[config.mk]
export PLATFORM = sky130hd
export DESIGN_NAME = ps2_host_tx
export DESIGN_NICKNAME = d
export VERILOG_FILES = /design/src/rtl/ps2_host_tx.sv
export SDC_FILE = /design/constraint.sdc
export NUM_CORES = 1
export LEC_CHECK = 0
export BUFFER_PORTS_ARGS = -buffer_cell sky130_fd_sc_hd__buf_2
export CAP_MARGIN = 20
export CORE_MARGIN = 2
export CORE_UTILIZATION = 50
export DETAILED_ROUTE_END_ITERATION = 16
export GPL_TIMING_DRIVEN = 0
export MAX_ROUTING_LAYER = met4
export PLACE_DENSITY = 0.77
export RECOVER_POWER = 50
export SLEW_MARGIN = 20
export SYNTH_ARGS = -nofsm -noshare
export SYNTH_HDL_FRONTEND = slang
export SYNTH_SLANG_ARGS = --single-unit
[constraint.sdc]
create_clock -name Clock -period 2.1 [get_ports Clock]
set_input_delay 0 -clock Clock [delete_from_list [all_inputs] [get_ports Clock]]
set_output_delay 0 -clock Clock [all_outputs]
set_load 0.05 [all_outputs]
[src/rtl/ps2_host_tx.sv]
// ----------------------------------------------------------------------------
// ps2_host_tx
//
// Host-to-device PS/2 transmitter. Sends one command byte to the keyboard:
// holds the PS/2 clock low to inhibit the device, issues the request-to-send
// (start bit), then shifts the data, odd parity and stop bits out on the
// device-generated clock. Finally it checks the device ACK and waits for the
// bus to go idle before reporting the result.
//
// The pins are open-drain. The top level pulls a pin low while its Oe output
// is 1 and tristates it otherwise. The same pins are shared with the scan-code
// receiver.
//
// Parameters
//   INHIBIT_CYCLES  Clock cycles the PS/2 clock is held low before the start bit
//   TIMEOUT_CYCLES  Max Clock cycles allowed between device clock falling edges
//   FILTER_LEN      Consecutive equal synced samples needed to flip the
//                   filtered PS/2 clock
//
// Ports
//   Clock     in   System clock
//   Reset     in   Synchronous, active-high reset
//   TxData    in   [7:0] byte to send, captured when TxStart is accepted
//   TxStart   in   Send request, accepted only while idle
//   TxBusy    out  High from the cycle after acceptance until the result pulse
//   TxDone    out  1-cycle pulse: byte sent and device ACK received
//   TxError   out  1-cycle pulse: device did not ACK, or bus timeout
//   Ps2ClkIn  in   PS/2 clock pin level (asynchronous)
//   Ps2DatIn  in   PS/2 data pin level (asynchronous)
//   Ps2ClkOe  out  1 = pull the PS/2 clock low
//   Ps2DatOe  out  1 = pull the PS/2 data low
// ----------------------------------------------------------------------------
module ps2_host_tx #(
  parameter int INHIBIT_CYCLES = 6000,
  parameter int TIMEOUT_CYCLES = 1000000,
  parameter int FILTER_LEN     = 8
) (
  input  logic       Clock,
  input  logic       Reset,
  input  logic [7:0] TxData,
  input  logic       TxStart,
  output logic       TxBusy,
  output logic       TxDone,
  output logic       TxError,
  input  logic       Ps2ClkIn,
  input  logic       Ps2DatIn,
  output logic       Ps2ClkOe,
  output logic       Ps2DatOe
);

  localparam int FCW = $clog2(FILTER_LEN + 1);

  typedef enum logic [2:0] {
    ST_IDLE      = 3'd0,
    ST_INHIBIT   = 3'd1,
    ST_REQ       = 3'd2,
    ST_SEND      = 3'd3,
    ST_ACK       = 3'd4,
    ST_WAIT_IDLE = 3'd5
  } state_t;

  // Odd parity: the parity bit makes the total number of ones in data+parity odd.
  function automatic logic odd_parity(input logic [7:0] data);
    return ~(^data);
  endfunction

  // Input conditioning
  logic           clk_meta_r;
  logic           clk_sync_r;
  logic           dat_meta_r;
  logic           dat_sync_r;
  logic           clk_filt_r;
  logic [FCW-1:0] filt_cnt_r;
  logic           fall_r;

  // FSM state and datapath
  state_t      state_r;
  state_t      state_n;
  logic [10:0] frame_r;
  logic [10:0] frame_n;
  logic [3:0]  bit_idx_r;
  logic [3:0]  bit_idx_n;
  logic [12:0] inh_cnt_r;
  logic [12:0] inh_cnt_n;
  logic [19:0] tmo_cnt_r;
  logic [19:0] tmo_cnt_n;
  logic        ack_err_r;
  logic        ack_err_n;

  // Registered outputs and their next values
  logic clk_oe_r;
  logic dat_oe_r;
  logic busy_r;
  logic done_r;
  logic error_r;
  logic clk_oe_n;
  logic dat_oe_n;
  logic busy_n;
  logic done_n;
  logic error_n;

  logic tmo_active_s;
  logic tmo_hit_s;

  // Two-flop synchronisers for both pins; the idle bus level is high.
  always_ff @(posedge Clock) begin
    if (Reset) begin
      clk_meta_r <= 1'b1;
      clk_sync_r <= 1'b1;
      dat_meta_r <= 1'b1;
      dat_sync_r <= 1'b1;
    end else begin
      clk_meta_r <= Ps2ClkIn;
      clk_sync_r <= clk_meta_r;
      dat_meta_r <= Ps2DatIn;
      dat_sync_r <= dat_meta_r;
    end
  end

  // Clock glitch filter: the filtered level only follows the synced level after
  // FILTER_LEN consecutive differing samples. fall_r marks the 1->0 flip for one cycle.
  always_ff @(posedge Clock) begin
    if (Reset) begin
      clk_filt_r <= 1'b1;
      filt_cnt_r <= {FCW{1'b0}};
      fall_r     <= 1'b0;
    end else if (clk_sync_r == clk_filt_r) begin
      filt_cnt_r <= {FCW{1'b0}};
      fall_r     <= 1'b0;
    end else if (filt_cnt_r == FCW'(FILTER_LEN - 1)) begin
      clk_filt_r <= clk_sync_r;
      filt_cnt_r <= {FCW{1'b0}};
      fall_r     <= ~clk_sync_r;
    end else begin
      filt_cnt_r <= filt_cnt_r + FCW'(1);
      fall_r     <= 1'b0;
    end
  end

  // The bus watchdog runs while the device owns the clock and restarts on every device clock fall.
  always_comb begin
    tmo_active_s = (state_r == ST_SEND) || (state_r == ST_ACK) || (state_r == ST_WAIT_IDLE);
    tmo_hit_s    = tmo_active_s && !fall_r && (tmo_cnt_r == 20'(TIMEOUT_CYCLES - 1));
  end

  // Next-state, datapath and next-output logic.
  always_comb begin
    state_n   = state_r;
    frame_n   = frame_r;
    bit_idx_n = bit_idx_r;
    inh_cnt_n = 13'd0;
    ack_err_n = ack_err_r;
    done_n    = 1'b0;
    error_n   = 1'b0;

    if (tmo_active_s && !fall_r) begin
      tmo_cnt_n = tmo_cnt_r + 20'd1;
    end else begin
      tmo_cnt_n = 20'd0;
    end

    case (state_r)
      ST_IDLE: begin
        // The result-pulse cycle is also IDLE, so the earliest new start is the cycle after.
        if (TxStart && !busy_r && !done_r && !error_r) begin
          // LSB is the start bit (0), so the line already shows the start bit when SEND begins.
          frame_n   = {1'b1, odd_parity(TxData), TxData, 1'b0};
          bit_idx_n = 4'd0;
          ack_err_n = 1'b0;
          state_n   = ST_INHIBIT;
        end else begin
          state_n = ST_IDLE;
        end
      end

      ST_INHIBIT: begin
        if (inh_cnt_r == 13'(INHIBIT_CYCLES - 1)) begin
          state_n = ST_REQ;
        end else begin
          inh_cnt_n = inh_cnt_r + 13'd1;
        end
      end

      ST_REQ: begin
        state_n = ST_SEND;
      end

      ST_SEND: begin
        if (tmo_hit_s) begin
          error_n = 1'b1;
          state_n = ST_IDLE;
        end else if (fall_r) begin
          // Each device clock fall presents the next bit: idx 0..7 data, 8 parity, 9 stop.
          frame_n   = {1'b1, frame_r[10:1]};
          bit_idx_n = bit_idx_r + 4'd1;
          if (bit_idx_r == 4'd9) begin
            state_n = ST_ACK;
          end else begin
            state_n = ST_SEND;
          end
        end else begin
          state_n = ST_SEND;
        end
      end

      ST_ACK: begin
        if (tmo_hit_s) begin
          error_n = 1'b1;
          state_n = ST_IDLE;
        end else if (fall_r) begin
          // The device acknowledges by holding data low across this clock fall.
          ack_err_n = dat_sync_r;
          state_n   = ST_WAIT_IDLE;
        end else begin
          state_n = ST_ACK;
        end
      end

      ST_WAIT_IDLE: begin
        if (clk_filt_r && dat_sync_r) begin
          done_n  = ~ack_err_r;
          error_n = ack_err_r;
          state_n = ST_IDLE;
        end else if (tmo_hit_s) begin
          error_n = 1'b1;
          state_n = ST_IDLE;
        end else begin
          state_n = ST_WAIT_IDLE;
        end
      end

      default: begin
        state_n = ST_IDLE;
      end
    endcase

    // The outputs are decoded from the next state, so the registered pins track state_r exactly.
    clk_oe_n = (state_n == ST_INHIBIT) || (state_n == ST_REQ);
    dat_oe_n = (state_n == ST_REQ) || ((state_n == ST_SEND) && !frame_n[0]);
    busy_n   = (state_n != ST_IDLE);
  end

  // State, datapath and output registers. Reset releases both pins on the next edge.
  always_ff @(posedge Clock) begin
    if (Reset) begin
      state_r   <= ST_IDLE;
      frame_r   <= 11'd0;
      bit_idx_r <= 4'd0;
      inh_cnt_r <= 13'd0;
      tmo_cnt_r <= 20'd0;
      ack_err_r <= 1'b0;
      clk_oe_r  <= 1'b0;
      dat_oe_r  <= 1'b0;
      busy_r    <= 1'b0;
      done_r    <= 1'b0;
      error_r   <= 1'b0;
    end else begin
      state_r   <= state_n;
      frame_r   <= frame_n;
      bit_idx_r <= bit_idx_n;
      inh_cnt_r <= inh_cnt_n;
      tmo_cnt_r <= tmo_cnt_n;
      ack_err_r <= ack_err_n;
      clk_oe_r  <= clk_oe_n;
      dat_oe_r  <= dat_oe_n;
      busy_r    <= busy_n;
      done_r    <= done_n;
      error_r   <= error_n;
    end
  end

  assign Ps2ClkOe = clk_oe_r;
  assign Ps2DatOe = dat_oe_r;
  assign TxBusy   = busy_r;
  assign TxDone   = done_r;
  assign TxError  = error_r;

endmodule

==> run_results.csv <==
group,metric,value,unit
routing,antenna_left,0,
setup_path,critPathMaxStageDelay,0.54,ns
setup_path,path_cells,"ha_4 -> nand2_2 -> or2_4 -> or4_4 -> a2111o_1 -> a2111oi_4",
synth,dominantRegCellSynth,"dfxtp_1",
setup_path,cp-start-kind,"flip-flop",
floorplanning,ioPinCount,18,
setup_path,rr_endpoint,"Ps2DatOe",
sta,drv_slew,0,
setup_path,crit_slowest_cell,"or4_4",
sta,holdWs,0.06309,ns
sta,fin_crit,2.263,ns
pwr,power.total,2835,uW
pwr,ir_drop,0.4735,mV
sta,tightest_slew,0.6326,ns
sta,finalHoldViolCount,0,
grt,globalRoute.totalOverflow,0,
pwr,seqPwrFrac,0.469,
setup_path,crit_type,"flip-flop to flip-flop",
floorplanning,core_area,5574,um2
run_status,violations,"negative setup slack",
placed_design,hpwl,3.698,mm
cts,cts_buffers,9,
sta,finClkSkew,0.01297,ns
grt,grt_pass1_vias,2230,
grt,grt_max_degree,12,
hold_path,min_to,"Ps2DatOe",
layout,layout_commonest_cell,"dfxtp_1",
cts,clock_latency,0.35,ns
placed_design,place_congestion,0.8609,
layout,fill_cells,477,
layout,n_antenna_cell,0,
synth,ys_seq_area_frac,0.4617,
routing,wire_per_inst,12.87,um
layout,fin_nets,393,
routing,vias,2403,
pwr,powerDensity,792.3,nW/um2
hold_path,worstHoldPathCells,2,
pwr,leakage,0.001234,uW
flow_run,drv_cap,0,
pwr,p_int,2163,uW
grt,grt_use_total,0.2005,
run_status,outcome,"finished with violations",
cts,cts_max_path_buffers,2,
cts,htree_num_levels,3,
pwr,p_sw_frac,0.2372,
floorplanning,die_h,80.23,um
setup_path,ff2ff_setup_slack,-0.16,ns
pwr,combPwrFrac,0.103,
sta,setup_slack,-0.1630,ns
cts,cts_tree,"yes",
sta,fmax,441.9,MHz
synth,synth_nets,347,
placed_design,numPortBuffers,16,
routing,dr.pass1.iters,4,
setup_path,end_kind,"flip-flop",
synth,synth_seq_cells,67,
setup_path,crit_arrival,2.51,ns
routing,wirelength,5.817,mm
floorplanning,core.rowCount,27,
floorplanning,die_w,80.23,um
hold_path,min-delay-path-class,"input port to flip-flop",
pwr,pwr-share-clk,0.428,
floorplanning,start_util,0.5212,
sta,fin_crit_sh,1.078,
routing,routed_via_density,5.316,
grt,grt_antenna_before_repair,0,
sta,rsz0062_at_grt,"true",
placed_design,dp_cells,417,
sta,report.final.setup_viol,4,
synth,synthCells,329,
synth,synth-warning-count,0,
floorplanning,die_area,6436,um2
grt,grt_pass1_wl,9.666,mm
routing,drc,0,
sta,maxSlewHeadroom,0.5744,
setup_path,required,2.34,ns
sta,fin_setup_tns,-0.2390,ns
cts,cts_sinks,67,
synth,yosysUniqueCellTypes,46,
routing,drtIter0Drc,112,
synth,postSynthAreaPerCell,8.831,um2
layout,drive_above_1_share,0.1895,
pwr,p_switching,672.5,uW
setup_path,rr_worst_depth,6,
cts,clkTransAtPathRegs,0.07,ns
layout,fin_util,0.6420,
layout,mostFrequentLayoutCells,"dfxtp_1, nor2_1, nand2_1",
layout,fin_cells,452,
synth,ys_async_sr_fraction,0,
synth,synth-edff-count,0,
hold_path,holdCritStartpoint,"Reset",
setup_path,r2r-start,"tmo_cnt_r[0]",
setup_path,crit_fanout,3,
synth,netlist_area,2905,um2
layout,syn2layout_area_growth,23.17,%
cts,cts-root-buf,"clkbuf_8",
==> power groups by stage <==
stage	logic [uW]	registers, uW	clock network (uW)
2_1_floorplan	160	1380	0
3_3_place_gp	241	1360	0
3_5_place_dp	246	1360	0
4_1_cts	264	1330	1230
5_1_grt	321	1330	1280
6_report	293	1330	1210
==> state kept, by name (all words and copies together), names as in the netlist, 3 cells and up <==
name,flops
tmo_cnt_r,20
filt_cnt_r,4
frame_r,11
state_r,3
inh_cnt_r,13
bit_idx_r,4
==> cell usage after synthesis, types with 2 or more instances <==
master      n  share of area
a2111oi_2   2          0.010
a21oi_1    18          0.031
a22oi_1    10          0.026
and2b_1     2         0.0052
and3_1      5          0.011
and4_1      2         0.0060
buf_2       2         0.0034
clkbuf_1   11          0.014
dfxtp_1    67           0.46
ha_1        5          0.022
inv_1       9          0.012
nand2_1    28          0.036
nand2b_1    3         0.0065
nand3_1    21          0.036
nand4_1     3         0.0065
nor2_1     54          0.070
nor3_1      8          0.014
nor4_1      3         0.0065
nor4b_1     2         0.0060
nor4b_2     2          0.010
o21ai_0     5         0.0086
or2_2       4         0.0086
or2b_1      2         0.0052
or3_1       3         0.0065
xnor2_1    23          0.069
xor2_1     15          0.045
==> worst max path at each step <==
stage | startpoint | to | slack, ns | cells past startpoint
floorplan | tmo_cnt_r[1] | Ps2DatOe | 0.03 | 7
global placement | tmo_cnt_r[9] | Ps2DatOe | -0.14 | 6
detailed placement | state_r[1] | Ps2DatOe | -0.12 | 6
CTS | tmo_cnt_r[13] | Ps2DatOe | -0.09 | 6
global route | tmo_cnt_r[0] | Ps2DatOe | -0.23 | 6
finish | tmo_cnt_r[0] | Ps2DatOe | -0.16 | 6
==> through the flow <==
| stage | cell area (um2) | worst slack [ns] |
|---|---|---|
| floorplan | 2939 | 0.02765 |
| global placement | 3109 | -0.1425 |
| detailed placement | 3109 | -0.1238 |
| CTS | 3456 | -0.09450 |
| global route | 3578 | -0.2325 |
| finish | 3578 | -0.1630 |
==> routing by layer <==
metal,part of all wire,wire (um),global-route usage,up-vias
met4,0.029,170,0.1136,0
met3,0.041,237,0.05393,14
met2,0.46,2649,0.3033,49
met5,0,0,-,-
li1,-,-,-,1219
met1,0.47,2760,0.2414,1121
==> area by class of cell <==
| cell class | instances | area, um2 | share of cell area |
|---|---|---|---|
| clock inverters | 4 | 72.57 | 0.02028 |
| repair buffers | 36 | 249.0 | 0.06958 |
| clock buffers | 12 | 155.1 | 0.04336 |
| plain buffers | 13 | 63.81 | 0.01783 |
| inverters | 9 | 33.78 | 0.009441 |
| well taps | 72 | 90.09 | 0.02517 |
| flip-flops and latches | 67 | 1364 | 0.3811 |
| multi-input cells | 239 | 1550 | 0.4332 |
==> kinds of logic (layout without fill, tap and decap cells) <==
family,count (synthesis),count (layout),synth area share
buffers and inverters,23,74,0.03316
AND/OR/NAND/NOR,150,150,0.2610
AO/OA/AOI/OAI,45,45,0.1047
flip-flops,67,67,0.4617
XOR/XNOR,38,38,0.1146
multiplexers,1,1,0.003445
adder cells (fa/ha/maj),5,5,0.02153
==> worst max-delay path: cells and delay by family (launching register included) <==
family,cells,cell delay (ns)
DFF,1,0.37
adders and majority gates,1,0.14
and+or+nand+nor,3,0.82
AOI/OAI and AO/OA,2,0.82
==> what timing repair did <==
item	in CTS	in global routing
pin swaps	0	8
buffers inserted	1	9
setup endpoints to repair	12	18
resized for setup	8	16
hold buffers	10	0
gates cloned	0	0
endpoints found under the hold margin	10	0
(Power assumes the default switching activity.)
